**src/rtl/pmsm_commutation_driver.sv**
```systemverilog
// Six-step commutation driver: position -> electrical sector -> phase pattern,
// gated by an edge-aligned PWM carrier, with IDLE/ALIGN/RUN/FAULT sequencing.
module pmsm_commutation_driver #(
    parameter int PWM_PERIOD    = 1000,
    parameter int POLE_PAIRS    = 30,
    parameter int ALIGN_PERIODS = 16
) (
    input  logic        clk,
    input  logic        rst_n,
    input  logic        enable,
    input  logic        dir,
    input  logic [15:0] duty,
    input  logic [15:0] position_in,
    input  logic        fault_in,
    output logic [2:0]  V_phase,
    output logic [2:0]  sector,
    output logic        pwm_sync,
    output logic [1:0]  state
);

    typedef enum logic [1:0] {
        IDLE  = 2'd0,
        ALIGN = 2'd1,
        RUN   = 2'd2,
        FAULT = 2'd3
    } state_t;

    localparam logic [15:0] PERIOD     = 16'(PWM_PERIOD);
    localparam logic [15:0] CNT_LAST   = 16'(PWM_PERIOD - 1);
    localparam logic [15:0] ALIGN_LAST = 16'(ALIGN_PERIODS - 1);
    localparam logic [31:0] PP         = 32'(POLE_PAIRS);

    state_t      r_state;
    logic [15:0] r_cnt;
    logic [15:0] r_duty_l;
    logic [15:0] r_align_cnt;
    logic [2:0]  r_vphase;
    logic [2:0]  r_sector;
    logic        r_sync;

    state_t      w_state_n;
    logic [15:0] w_cnt_n;
    logic [15:0] w_duty_n;
    logic [15:0] w_align_n;
    logic [15:0] w_duty_sat;
    logic [15:0] w_elec;
    logic [2:0]  w_raw;
    logic [2:0]  w_sector;
    logic [2:0]  w_pattern;
    logic [2:0]  w_vphase_n;
    logic        w_pwm_on;
    logic        w_period_end;
    logic        w_active;
    logic        w_active_n;
    logic        w_sync_n;

    assign w_duty_sat   = (duty > PERIOD) ? PERIOD : duty;
    assign w_elec       = 16'(32'(position_in) * PP);
    assign w_raw        = 3'(({3'b000, w_elec} * 19'd6) >> 16);
    assign w_sector     = dir ? ((w_raw >= 3'd3) ? w_raw - 3'd3 : w_raw + 3'd3) : w_raw;
    assign w_period_end = (r_cnt == CNT_LAST);
    assign w_active     = (r_state == ALIGN) || (r_state == RUN);

    always_comb begin
        case (w_sector)
            3'd0:    w_pattern = 3'b001;
            3'd1:    w_pattern = 3'b011;
            3'd2:    w_pattern = 3'b010;
            3'd3:    w_pattern = 3'b110;
            3'd4:    w_pattern = 3'b100;
            default: w_pattern = 3'b101;
        endcase
    end

    // Fault dominates everything; leaving FAULT needs both fault and enable low.
    always_comb begin
        w_state_n = r_state;
        if (fault_in) begin
            w_state_n = FAULT;
        end else begin
            case (r_state)
                FAULT:   if (!enable) w_state_n = IDLE;
                IDLE:    if (enable) w_state_n = ALIGN;
                ALIGN: begin
                    if (!enable)
                        w_state_n = IDLE;
                    else if (w_period_end && r_align_cnt == ALIGN_LAST)
                        w_state_n = RUN;
                end
                default: if (!enable) w_state_n = IDLE;
            endcase
        end
    end

    always_comb begin
        w_active_n = (w_state_n == ALIGN) || (w_state_n == RUN);
        w_cnt_n    = 16'd0;
        w_align_n  = r_align_cnt;
        w_duty_n   = r_duty_l;
        if (w_active_n && w_active)
            w_cnt_n = w_period_end ? 16'd0 : r_cnt + 16'd1;
        if (r_state == IDLE && w_state_n == ALIGN)
            w_align_n = 16'd0;
        else if (r_state == ALIGN && w_period_end)
            w_align_n = r_align_cnt + 16'd1;
        if (w_period_end || (r_state == IDLE && w_state_n == ALIGN))
            w_duty_n = w_duty_sat;
        w_pwm_on = (w_cnt_n < w_duty_n);
        w_sync_n = w_active_n && (w_cnt_n == 16'd0);
        case (w_state_n)
            ALIGN:   w_vphase_n = w_pwm_on ? 3'b001 : 3'b000;
            RUN:     w_vphase_n = w_pwm_on ? w_pattern : 3'b000;
            default: w_vphase_n = 3'b000;
        endcase
    end

    // Outputs are registered from the next-state view so they line up with the carrier.
    always_ff @(posedge clk or negedge rst_n) begin
        if (!rst_n) begin
            r_state     <= IDLE;
            r_cnt       <= 16'd0;
            r_duty_l    <= 16'd0;
            r_align_cnt <= 16'd0;
            r_vphase    <= 3'b000;
            r_sector    <= 3'd0;
            r_sync      <= 1'b0;
        end else begin
            r_state     <= w_state_n;
            r_cnt       <= w_cnt_n;
            r_duty_l    <= w_duty_n;
            r_align_cnt <= w_align_n;
            r_vphase    <= w_vphase_n;
            r_sector    <= w_sector;
            r_sync      <= w_sync_n;
        end
    end

    assign V_phase  = r_vphase;
    assign sector   = r_sector;
    assign pwm_sync = r_sync;
    assign state    = r_state;

endmodule

```
**config.mk**
```make
export PLATFORM = sky130hd
export DESIGN_NAME = pmsm_commutation_driver
export DESIGN_NICKNAME = d
export VERILOG_FILES = /design/src/rtl/pmsm_commutation_driver.sv
export SDC_FILE = /design/constraint.sdc
export NUM_CORES = 1
export LEC_CHECK = 0
export BUFFER_PORTS_ARGS = -buffer_cell sky130_fd_sc_hd__buf_2
export CORE_AREA = 10 10 90 123
export DETAILED_ROUTE_END_ITERATION = 10
export DIE_AREA = 0 0 100 133
export PLACE_DENSITY = 0.75
export SLEW_MARGIN = 20
export SYNTH_ARGS = -nofsm -noshare
export SYNTH_HDL_FRONTEND = slang
export SYNTH_SLANG_ARGS = --single-unit
```
**constraint.sdc**
```tcl
create_clock -name clk -period 5.1 [get_ports clk]
set_input_delay 1.02 -clock clk [delete_from_list [all_inputs] [get_ports clk]]
set_output_delay 1.02 -clock clk [all_outputs]
set_load 0.01 [all_outputs]
```
==> metrics.txt <==
# TYPE chip_impl_metric gauge
chip_impl_metric{name="wire_length_of_the_first_global_routing_pass",unit="µm"} 20200
chip_impl_metric{name="worst_ir_drop_vdd",unit="µV"} 760
chip_impl_metric{name="number_of_distinct_library_cells_after_synthesis",unit=""} 55
chip_impl_metric{name="power.net_switching",unit="mW"} 2.02
chip_impl_info{name="failing_checks",value="setup timing"} 1
chip_impl_metric{name="synth-async-reset-ratio",unit="%"} 100
chip_impl_info{name="cts.root.buffer_cell",value="sky130_fd_sc_hd__clkbuf_16"} 1
chip_impl_metric{name="drt-total-wl",unit="µm"} 11900
chip_impl_metric{name="groute.layer.met2.usage",unit="%"} 35.7
chip_impl_metric{name="dp_slack",unit="ns"} -1.84
chip_impl_metric{name="post-dp-hpwl",unit="µm"} 9400
chip_impl_info{name="critPathLaunchType",value="input port"} 1
chip_impl_metric{name="power.internal",unit="mW"} 2.93
chip_impl_metric{name="clock_sink_count",unit=""} 57
chip_impl_metric{name="postSynthRegisterBits",unit=""} 57
chip_impl_metric{name="placeableCoreArea",unit="µm²"} 8870
chip_impl_metric{name="number_of_flops_mapped_to_enable_cells_by_yosys",unit=""} 0
chip_impl_metric{name="max_freq",unit="GHz"} 0.153
chip_impl_metric{name="switching_share_of_power",unit="%"} 40.8
chip_impl_metric{name="cp_data_required_time",unit="ns"} 5.31
chip_impl_metric{name="grt_pass1_vias",unit=""} 4771
chip_impl_metric{name="yosys_warn_count",unit=""} 0
chip_impl_metric{name="final.setup.worst_slack",unit="ns"} -1.44
chip_impl_metric{name="timing.clock.skew",unit="ns"} 0.00796
chip_impl_metric{name="groute.usage.overall",unit="%"} 18.3
chip_impl_metric{name="p_seq_share",unit="%"} 10.9
chip_impl_metric{name="die_area",unit="µm²"} 13300
chip_impl_metric{name="timing.critical_path.fanout_max",unit=""} 3
chip_impl_metric{name="clockBufferDepth",unit=""} 2
chip_impl_metric{name="clk_latency",unit="ns"} 0.33
chip_impl_metric{name="num_vias",unit=""} 4273
chip_impl_metric{name="maximum_number_of_pins_on_one_net_before_global_route_repair",unit=""} 58
chip_impl_metric{name="final_min_period_over_clock_period",unit="%"} 128
chip_impl_metric{name="cts.htree.levels",unit=""} 3
chip_impl_metric{name="timing_hold_violations_final",unit=""} 0
chip_impl_metric{name="num_antenna_cells",unit=""} 0
chip_impl_metric{name="final_layout_size_suffix_gt1_share",unit="%"} 31.4
chip_impl_metric{name="drt-initial-drc-count",unit=""} 135
chip_impl_metric{name="top_level_ports",unit=""} 46
chip_impl_metric{name="grt.overflow.total",unit=""} 0
chip_impl_metric{name="critical_path_arrival",unit="ns"} 6.75
chip_impl_metric{name="cts.clk_slew.worst_paths",unit="ns"} 0.05
chip_impl_info{name="cts_tree",value="yes"} 1
chip_impl_metric{name="leakagePower",unit="nW"} 3.22
chip_impl_metric{name="start_util",unit="%"} 53.4
chip_impl_metric{name="postSynthNetCount",unit=""} 637
chip_impl_info{name="cp-end-kind",value="flip-flop"} 1
chip_impl_metric{name="grt_util_met1",unit="%"} 17.4
chip_impl_metric{name="synth.cell_area",unit="µm²"} 4740
chip_impl_metric{name="grt_antenna_before_repair",unit=""} 0
chip_impl_metric{name="timing.max_slew.rel_slack",unit="%"} 52.8
chip_impl_info{name="status",value="finished, violations left"} 1
chip_impl_metric{name="part_of_the_yosys_area_used_for_sequential_elements",unit="%"} 30.1
chip_impl_metric{name="drt.antenna.violating_nets",unit=""} 0
chip_impl_metric{name="timing_max_transition_violations_final",unit=""} 0
chip_impl_info{name="grt_setup_unrepaired",value="yes"} 1
chip_impl_metric{name="syn-mean-instance-area",unit="µm²"} 9.01
chip_impl_metric{name="finalCoreUtilization",unit="%"} 72.1
chip_impl_info{name="timing.setup.critical_path_class",value="input port to flip-flop"} 1
chip_impl_metric{name="netlist.area_leader.share",unit="%"} 30.1
chip_impl_metric{name="number_of_instances_in_the_synthesized_netlist",unit=""} 526
chip_impl_metric{name="layout.nets",unit=""} 784
chip_impl_metric{name="total_power",unit="mW"} 4.94
chip_impl_info{name="cell_taking_the_most_area_after_synthesis",value="sky130_fd_sc_hd__dfrtp_1"} 1
chip_impl_metric{name="area_growth_syn_to_layout",unit="%"} 35.0
chip_impl_info{name="postSynth.topFlopCell",value="sky130_fd_sc_hd__dfrtp_1"} 1
chip_impl_info{name="grt_most_used_layer",value="met2"} 1
chip_impl_metric{name="maxCapViolCount",unit=""} 0
chip_impl_metric{name="use_met3",unit="%"} 3.60
chip_impl_metric{name="drt_drc_violations_left",unit=""} 0
chip_impl_metric{name="pwr_density_cell",unit="nW/µm²"} 773
chip_impl_metric{name="worst_margin_slew",unit="ns"} 0.708
chip_impl_metric{name="tritoncts.num_buffers",unit=""} 9
chip_impl_metric{name="die-height",unit="µm"} 133
chip_impl_metric{name="final_replace_weighted_congestion",unit=""} 0.850
chip_impl_metric{name="drt_pass1_iterations",unit=""} 4
chip_impl_metric{name="via_per_inst",unit=""} 5.44
chip_impl_metric{name="setup-tns-final",unit="ns"} -6.96
chip_impl_metric{name="numPortBuffers",unit=""} 44
chip_impl_metric{name="combPwrFrac",unit="%"} 76.1
chip_impl_metric{name="rows",unit=""} 41
chip_impl_metric{name="power_frac_clock",unit="%"} 13.0
chip_impl_metric{name="wire_per_inst",unit="µm"} 15.1
chip_impl_info{name="synth_area_leaders",value="sky130_fd_sc_hd__dfrtp_1, sky130_fd_sc_hd__ha_1, sky130_fd_sc_hd__fa_1"} 1
chip_impl_metric{name="finalCriticalPeriod",unit="ns"} 6.54
chip_impl_metric{name="timing.final.setup_violations",unit=""} 6
chip_impl_info{name="holdCritPathClass",value="flip-flop to flip-flop"} 1
chip_impl_metric{name="die_x",unit="µm"} 100
-- per-stage QoR --
stage | cells | cell area, µm² | hold WS [ns]
CTS | 783 | 6330 | 0.464
finish | 785 | 6400 | 0.463
global route | 785 | 6400 | 0.499
global placement | 760 | 5870 | 0.445
detailed placement | 760 | 5870 | 0.452
floorplan | 526 | 4860 | 0.432
-- area by class of cell --
cell class	instances	area (µm²)
multi-input combinational	391	3230
fill	660	2470
sequential	57	1430
timing repair buffer	146	1010
inverter	68	270
clock buffer	14	264
tap	107	134
clock inverter	2	60.1
-- registers in the layout, indices dropped and copies added (netlist names) --
register and count:
r_duty_l 16, r_align_cnt 16, sector 3, V_phase 3
r_cnt 16, pwm_sync 1, state 2
-- layout by cell type, fill, tap and decap left out, drive strengths merged, types with 3 or more instances in the layout --
cell | Yosys | routed
ha | 51 | 51
clkbuf | 8 | 14
nor3 | 16 | 16
buf | 2 | 146
xor2 | 26 | 26
and2 | 5 | 5
clkinvlp | 0 | 4
fa | 23 | 23
a211oi | 3 | 3
o21ai | 18 | 18
nor4 | 7 | 7
o22ai | 3 | 3
a31oi | 6 | 6
nand3 | 19 | 19
or2 | 7 | 7
inv | 68 | 64
nor2b | 6 | 6
a21o | 6 | 6
nand4 | 11 | 11
nand2 | 35 | 35
a21oi | 28 | 28
or3 | 7 | 7
dfrtp | 57 | 57
nor2 | 54 | 54
a22oi | 3 | 3
and3 | 7 | 7
xnor2 | 24 | 24
-- final timing paths --
path                           startpoint              end  slack (ns)  depth (start not counted)
hold / removal               r_duty_l[15]     r_duty_l[15]        0.46                          2
min in group asynchronous           rst_n         r_cnt[3]        0.83                          2
setup reg to reg                r_cnt[14]       V_phase[0]       -0.06                         18
hold reg to reg              r_duty_l[15]     r_duty_l[15]        0.46                          2
max in group asynchronous           rst_n  r_align_cnt[10]        3.80                          2
setup / recovery           position_in[0]       V_phase[0]       -1.44                         28
-- critical path: stages --
cell and delay (ns):
sky130_fd_sc_hd__buf_8 0.10, sky130_fd_sc_hd__fa_1 0.57, sky130_fd_sc_hd__inv_1 0.07, sky130_fd_sc_hd__fa_1 0.51, sky130_fd_sc_hd__inv_2 0.06, sky130_fd_sc_hd__fa_1 0.43
sky130_fd_sc_hd__a21oi_2 0.18, sky130_fd_sc_hd__nor2_1 0.09, sky130_fd_sc_hd__o211a_1 0.25, sky130_fd_sc_hd__or3_4 0.38, sky130_fd_sc_hd__and2_4 0.16, sky130_fd_sc_hd__ha_4 0.28
sky130_fd_sc_hd__nand3_1 0.06, sky130_fd_sc_hd__a211o_1 0.26, sky130_fd_sc_hd__a21oi_2 0.15, sky130_fd_sc_hd__o211ai_1 0.13, sky130_fd_sc_hd__a31oi_1 0.21, sky130_fd_sc_hd__xnor2_1 0.17
sky130_fd_sc_hd__inv_1 0.08, sky130_fd_sc_hd__ha_2 0.19, sky130_fd_sc_hd__ha_4 0.16, sky130_fd_sc_hd__nor2_2 0.11, sky130_fd_sc_hd__o21ai_1 0.08, sky130_fd_sc_hd__mux2i_2 0.22
sky130_fd_sc_hd__xor2_1 0.25, sky130_fd_sc_hd__nor2_1 0.10, sky130_fd_sc_hd__a2111o_1 0.39, sky130_fd_sc_hd__o311ai_1 0.09
-- synthesized netlist by cell type (all sizes together) (8+ instances only) --
master	instances
fa	23
inv	68
a21oi	28
nand2	35
xor2	26
ha	51
nand4	11
nand3	19
o21ai	18
xnor2	24
clkbuf	8
nor2	54
dfrtp	57
nor3	16
-- timing repair --
item,in CTS,in global routing
endpoints found under the setup margin,6,6
hold buffers,0,0
buffers inserted,9,3
resized for setup,18,11
hold endpoints to repair,0,0
pin swaps,17,7
-- power by group through the flow --
stage / Combinational (mW) / Clock (mW) / Sequential [mW]
final: 3.76 / 0.643 / 0.540
after global routing: 4.02 / 0.675 / 0.546
after CTS: 3.10 / 0.654 / 0.540
after detailed placement: 2.55 / 0 / 0.547
after global placement: 2.41 / 0 / 0.545
after floorplan: 1.54 / 0 / 0.557
-- cell families after synthesis --
kind of cell             synth area share (%)
adder cells (fa/ha/maj)                  23.2
AO/OA/AOI/OAI                            11.5
buffers and inverters                    6.20
flip-flops                               30.1
AND/OR/NAND/NOR                          19.6
XOR/XNOR                                 9.24
multiplexers                            0.211
-- routing by layer --
metal / wire (µm) / vias up
met5: 0 / -
met4: 392 / 0
met3: 338 / 33
met2: 6760 / 83
met1: 4360 / 2075
li1: - / 2082
Note: power is estimated with default switching activity, not from simulation.
